$ cat src/rtl/cpu_exec_responder.sv
// cpu_exec_responder: execution core behind the opcode/a/b -> result/done
// request interface. Accepts one request per valid/ready handshake, runs
// single-cycle ALU ops, a shift-add multiplier and, when CPU_EXEC_DIV_EN is
// defined, a restoring divider. Without CPU_EXEC_DIV_EN, opcodes 08/09 are
// treated as illegal.
module cpu_exec_responder #(
  parameter int WIDTH = 32,
  parameter int OPW   = 8
) (
  input  logic             clk,
  input  logic             rst_n,
  input  logic             req_valid,
  output logic             req_ready,
  input  logic [OPW-1:0]   opcode,
  input  logic [WIDTH-1:0] a,
  input  logic [WIDTH-1:0] b,
  output logic [WIDTH-1:0] result,
  output logic             done,
  output logic             err,
  output logic             busy
);

  localparam int SHW = $clog2(WIDTH);
  localparam int CW  = $clog2(WIDTH + 1);

  // The iterative states spend WIDTH step cycles plus one final cycle that
  // moves the finished value into result.
  localparam logic [CW-1:0] CNT_LAST = CW'(WIDTH);

  localparam logic [2:0] S_IDLE = 3'd0;
  localparam logic [2:0] S_EXEC = 3'd1;
  localparam logic [2:0] S_MUL  = 3'd2;
  localparam logic [2:0] S_ERR  = 3'd4;
  localparam logic [2:0] S_DONE = 3'd5;

  localparam logic [OPW-1:0] OP_ADD = OPW'(0);
  localparam logic [OPW-1:0] OP_SUB = OPW'(1);
  localparam logic [OPW-1:0] OP_AND = OPW'(2);
  localparam logic [OPW-1:0] OP_OR  = OPW'(3);
  localparam logic [OPW-1:0] OP_XOR = OPW'(4);
  localparam logic [OPW-1:0] OP_SHL = OPW'(5);
  localparam logic [OPW-1:0] OP_SHR = OPW'(6);
  localparam logic [OPW-1:0] OP_MUL = OPW'(7);
`ifdef CPU_EXEC_DIV_EN
  localparam logic [2:0]     S_DIV  = 3'd3;
  localparam logic [OPW-1:0] OP_DIV = OPW'(8);
  localparam logic [OPW-1:0] OP_REM = OPW'(9);
`endif

  logic [2:0]       state;
  logic [OPW-1:0]   opc;
  logic [WIDTH-1:0] op_a;   // MUL: shifting multiplicand; DIV: dividend/quotient
  logic [WIDTH-1:0] op_b;   // MUL: shifting multiplier;   DIV: divisor
  logic [WIDTH-1:0] acc;    // MUL: partial product;       DIV: partial remainder
  logic [CW-1:0]    cnt;
  logic [WIDTH-1:0] alu_res;

  assign req_ready = (state == S_IDLE);
  assign busy      = (state != S_IDLE);
  assign done      = (state == S_DONE);

  // Choose the execution path for an accepted opcode.
  function automatic logic [2:0] route(input logic [OPW-1:0] op);
    if (op <= OP_SHR)      return S_EXEC;
    else if (op == OP_MUL) return S_MUL;
`ifdef CPU_EXEC_DIV_EN
    else if (op == OP_DIV || op == OP_REM) return S_DIV;
`endif
    else                   return S_ERR;
  endfunction

  // Single-cycle ALU on the latched operands.
  always_comb begin
    // NOTE: default first so every path assigns alu_res and no latch is inferred.
    alu_res = '0;
    case (opc)
      OP_ADD:  alu_res = op_a + op_b;
      OP_SUB:  alu_res = op_a - op_b;
      OP_AND:  alu_res = op_a & op_b;
      OP_OR:   alu_res = op_a | op_b;
      OP_XOR:  alu_res = op_a ^ op_b;
      OP_SHL:  alu_res = op_a << op_b[SHW-1:0];
      OP_SHR:  alu_res = op_a >> op_b[SHW-1:0];
      default: alu_res = '0;
    endcase
  end

`ifdef CPU_EXEC_DIV_EN
  // One restoring-division step: shift the next dividend bit into the
  // remainder and subtract the divisor when it fits.
  logic [WIDTH:0] rem_sh;
  logic [WIDTH:0] diff;
  logic           fits;
  always_comb begin
    rem_sh = {acc, op_a[WIDTH-1]};
    diff   = rem_sh - {1'b0, op_b};
    fits   = ~diff[WIDTH];
  end
`endif

  // Control FSM and datapath registers.
  always_ff @(posedge clk or negedge rst_n) begin
    if (!rst_n) begin
      // NOTE: datapath registers are reset too, so result/err read back as 0
      // after reset and no X reaches the outputs.
      state  <= S_IDLE;
      opc    <= '0;
      op_a   <= '0;
      op_b   <= '0;
      acc    <= '0;
      cnt    <= '0;
      result <= '0;
      err    <= 1'b0;
    end else begin
      // NOTE: non-blocking assignments so every register sees pre-edge values.
      case (state)
        S_IDLE: begin
          if (req_valid) begin
            opc   <= opcode;
            op_a  <= a;
            op_b  <= b;
            acc   <= '0;
            cnt   <= '0;
            err   <= 1'b0;
            state <= route(opcode);
          end
        end
        S_EXEC: begin
          result <= alu_res;
          state  <= S_DONE;
        end
        S_MUL: begin
          if (cnt == CNT_LAST) begin
            result <= acc;
            state  <= S_DONE;
          end else begin
            if (op_b[0]) acc <= acc + op_a;
            op_a <= op_a << 1;
            op_b <= op_b >> 1;
            cnt  <= cnt + CW'(1);
          end
        end
`ifdef CPU_EXEC_DIV_EN
        S_DIV: begin
          if (op_b == '0) begin
            // Divide by zero: skip iteration, report all-ones or the dividend.
            result <= (opc == OP_DIV) ? '1 : op_a;
            err    <= 1'b1;
            state  <= S_DONE;
          end else if (cnt == CNT_LAST) begin
            result <= (opc == OP_DIV) ? op_a : acc;
            state  <= S_DONE;
          end else begin
            op_a <= {op_a[WIDTH-2:0], fits};
            acc  <= fits ? diff[WIDTH-1:0] : rem_sh[WIDTH-1:0];
            cnt  <= cnt + CW'(1);
          end
        end
`endif
        S_ERR: begin
          result <= '0;
          err    <= 1'b1;
          state  <= S_DONE;
        end
        S_DONE:  state <= S_IDLE;
        default: state <= S_IDLE;
      endcase
    end
  end

endmodule

$ cat config.mk
export PLATFORM = sky130hd
export DESIGN_NAME = cpu_exec_responder
export DESIGN_NICKNAME = d
export VERILOG_FILES = /design/src/rtl/cpu_exec_responder.sv
export SDC_FILE = /design/constraint.sdc
export NUM_CORES = 1
export LEC_CHECK = 0
export ABC_AREA = 0
export CAP_MARGIN = 0
export CELL_PAD_IN_SITES_DETAIL_PLACEMENT = 1
export CELL_PAD_IN_SITES_GLOBAL_PLACEMENT = 1
export CORE_ASPECT_RATIO = 1.75
export CORE_MARGIN = 2
export CORE_UTILIZATION = 46
export CTS_CLUSTER_DIAMETER = 60
export DETAILED_ROUTE_END_ITERATION = 7
export PLACE_DENSITY = 0.86
export SETUP_SLACK_MARGIN = 0.02
export SKIP_CTS_REPAIR_TIMING = 1
export SLEW_MARGIN = 40
export SYNTH_ARGS = -nofsm -noshare
export SYNTH_HDL_FRONTEND = slang
export SYNTH_SLANG_ARGS = --single-unit
$ cat constraint.sdc
create_clock -name clk -period 5.48 [get_ports clk]
set_input_delay 0.548 -clock clk [delete_from_list [all_inputs] [get_ports clk]]
set_output_delay 0.548 -clock clk [all_outputs]
set_load 0.1 [all_outputs]
==> impl_metrics.ini <==
[timing]
slew_headroom_pct = 42.07
rsz0062_at_grt = false
skew_ns = 0.01476
setup_tns_ns = 0
setup_viol = 0
fmax_ghz = 0.1885
min_period_ns = 5.305
post-route-worst-setup-slack_ns = 0.1745
fin_crit_sh_pct = 96.82
worstMarginPinSlew_ns = 0.8611
drv_slew = 0
holdWs_ns = -0.02123
hold_viol = 17

[setup_path]
worst_path_max_delay_cell = or4_4
worstReg2RegEnd = result[25]
cp.required_ns = 5.88
reg2reg_from = opc[3]
critPathMaxStageDelay_ns = 0.62
path_cells = or4_4 -> nor4_2 -> buf_4 -> nand2_1 -> o21ai_0 -> inv_1 -> ha_1 -> nor2b_1 -> o21ai_0 -> a21oi_1 -> o32ai_2 -> o221ai_1 -> a21oi_1 -> o21bai_1 -> or3_1 -> nand3_1
crit_arrival_ns = 5.71
cp_max_fo = 7
crit_path_end_kind = flip-flop
reg2reg_depth = 16
cp-start-kind = flip-flop
critical_path_class = reg2reg
reg2reg_slack_ns = 0.17

[place]
numPortBuffers = 110
dp_hpwl_mm = 48.42
placedCellCount = 2289
post-place-ws_ns = 0.3928
gp_congestion = 1.010

[die]
rows = 88
die_h_um = 246.8
start_util_pct = 46.91
fp.dieW_um = 142.7
ios = 111
coreArea_mm2 = 0.03303
die_area_mm2 = 0.03523

[synthesis]
syn_nets = 2095
synth_area_leaders = dfrtp_1, ha_1, mux4_2, mux2i_1, o21ai_0
synth_edf_count = 0
ys_seq_area_share_pct = 23.58
syn_inst = 1888
yosys_register_bits = 146
yosys_most_used_dff = dfrtp_1
ys_warn_count = 0
synthesis.area_mm2 = 0.01549
async_flop_share_pct = 100.0
synth.distinct_cells = 79
synth.top_cell.area_share_pct = 23.58
yosysTopAreaCell = dfrtp_1
avgSynthCellArea_um2 = 8.207

[global_route]
grt-ovfl-total = 0
grt_pass1_vias = 16690
grt_pass1_wl_mm = 99.46
grt_start_max_net_pins = 126
grt_usage_pct = 37.62
antenna_found_initial = 1

[detailed_routing]
num_vias = 15960
drt-pass1-iter-count = 5
wl_per_cell_um = 28.26
ant_nets = 0
drt_iter0_markers = 1193
drt-vias-per-instance = 6.878
drc = 0
wl_mm = 65.60

[final_layout]
final_net_count = 2110
antenna_cells = 0
area_delta_synth_final_pct = 11.41
drive_gt1_share_pct = 10.86
finalNonFillerCells = 2321

[cts]
clk_latency_ns = 0.47
clockRootBuffer = clkbuf_16
clk_pin_slew_worst_paths_ns = 0.07
cts_buffer_depth = 2
cts_buffers = 17
h-tree-depth = 4
cts_tree = done
numClockSinks = 146

[run]
cap_violations = 0

[power_and_ir_drop]
power_density_mw_per_mm2 = 719.8
leakagePower_uw = 0.007378
ir_drop_v = 0.0004914

[min_path]
min_path_type = in2async

[status]
status = finished, violations left
violations = negative hold slack
worst max path at each step:
stage	start	endpoint	depth (start not counted)
after global placement	opc[3]	result[25]	16
after floorplan	opc[3]	result[28]	18
after global routing	opc[3]	result[25]	16
after detailed placement	opc[3]	result[25]	16
after CTS	opc[3]	result[25]	16
final	opc[3]	result[25]	16
synthesized netlist by cell type, types with 18 or more instances:
cell type	number
a221oi_1	40
nor2_1	166
nand2_1	212
buf_1	18
a31oi_1	21
buf_2	19
nor3_1	21
mux2i_1	99
dfrtp_1	146
mux4_2	58
a21oi_1	124
inv_1	81
xor2_1	26
a21o_1	32
xnor2_1	56
clkbuf_1	113
nand3_1	57
o21ai_0	184
ha_1	130
o211ai_1	20
registers in the layout, indices dropped and copies added (netlist names):
register  cells
err           1
opc           8
result       32
acc          32
cnt           6
state         3
op_a         32
op_b         32
where the power goes:
part / total [µW] / internal (µW) / switching [µW]
Sequential: 2360 / 1430 / 928
Clock: 1190 / 632 / 560
Combinational: 8870 / 3050 / 5820
final cells by class:
type | count | area (µm²)
tap | 405 | 506.7
sequential | 146 | 3661
clock inverter | 13 | 128.9
multi-input combinational | 1502 | 10970
inverter | 84 | 315.3
clock buffer | 19 | 432.9
fill | 3989 | 15770
timing repair buffer | 152 | 1251
logic make-up after synthesis:
logic type,count (synthesis),synth area share [%]
AND/OR/NAND/NOR,557,16.32
flip-flops,146,23.58
buffers and inverters,240,6.185
adder cells (fa/ha/maj),132,10.76
XOR/XNOR,82,4.635
AO/OA/AOI/OAI,570,23.41
multiplexers,161,15.12
metal layers:
metal	track usage (%)	wire, µm	vias to the layer above
li1	-	-	6980
met1	42.84	24110	8019
met2	63.62	32220	721
met3	6.410	4257	241
met4	26.12	4997	2
met5	0	12	-
critical path, delay by kind of cell, from the launching register on:
kind	cells	cell delay [ns]
AO/OA/AOI/OAI	7	2.32
adder cells (fa/ha/maj)	1	0.28
buffers and inverters	2	0.34
flip-flops	1	0.38
AND/OR/NAND/NOR	6	1.93
cells in the final DEF (no fill, tap or decap), drive strengths merged, types with 20 or more instances in the layout:
master / synthesis / final
o21ai: 187 / 187
nor2: 167 / 167
a21o: 32 / 32
clkdlybuf4s50: 0 / 73
nor3: 24 / 24
mux2i: 99 / 99
clkbuf: 113 / 20
xor2: 26 / 26
dfrtp: 146 / 146
ha: 130 / 130
o211ai: 20 / 20
buf: 43 / 78
a221oi: 40 / 40
nand3: 57 / 57
mux4: 58 / 58
a31oi: 21 / 21
xnor2: 56 / 56
inv: 83 / 87
nand2: 212 / 212
a21oi: 124 / 124
per-stage QoR:
stage | instance area (µm²) | total power [µW] | utilization [%]
6_report | 17260 | 12430 | 52.26
5_1_grt | 17260 | 13090 | 52.26
4_1_cts | 17260 | 12210 | 52.24
3_5_place_dp | 16690 | 10950 | 50.54
3_3_place_gp | 16850 | 10780 | 51.00
2_1_floorplan | 15490 | 8150 | -
No activity file was read; power rests on OpenSTA's default activity.
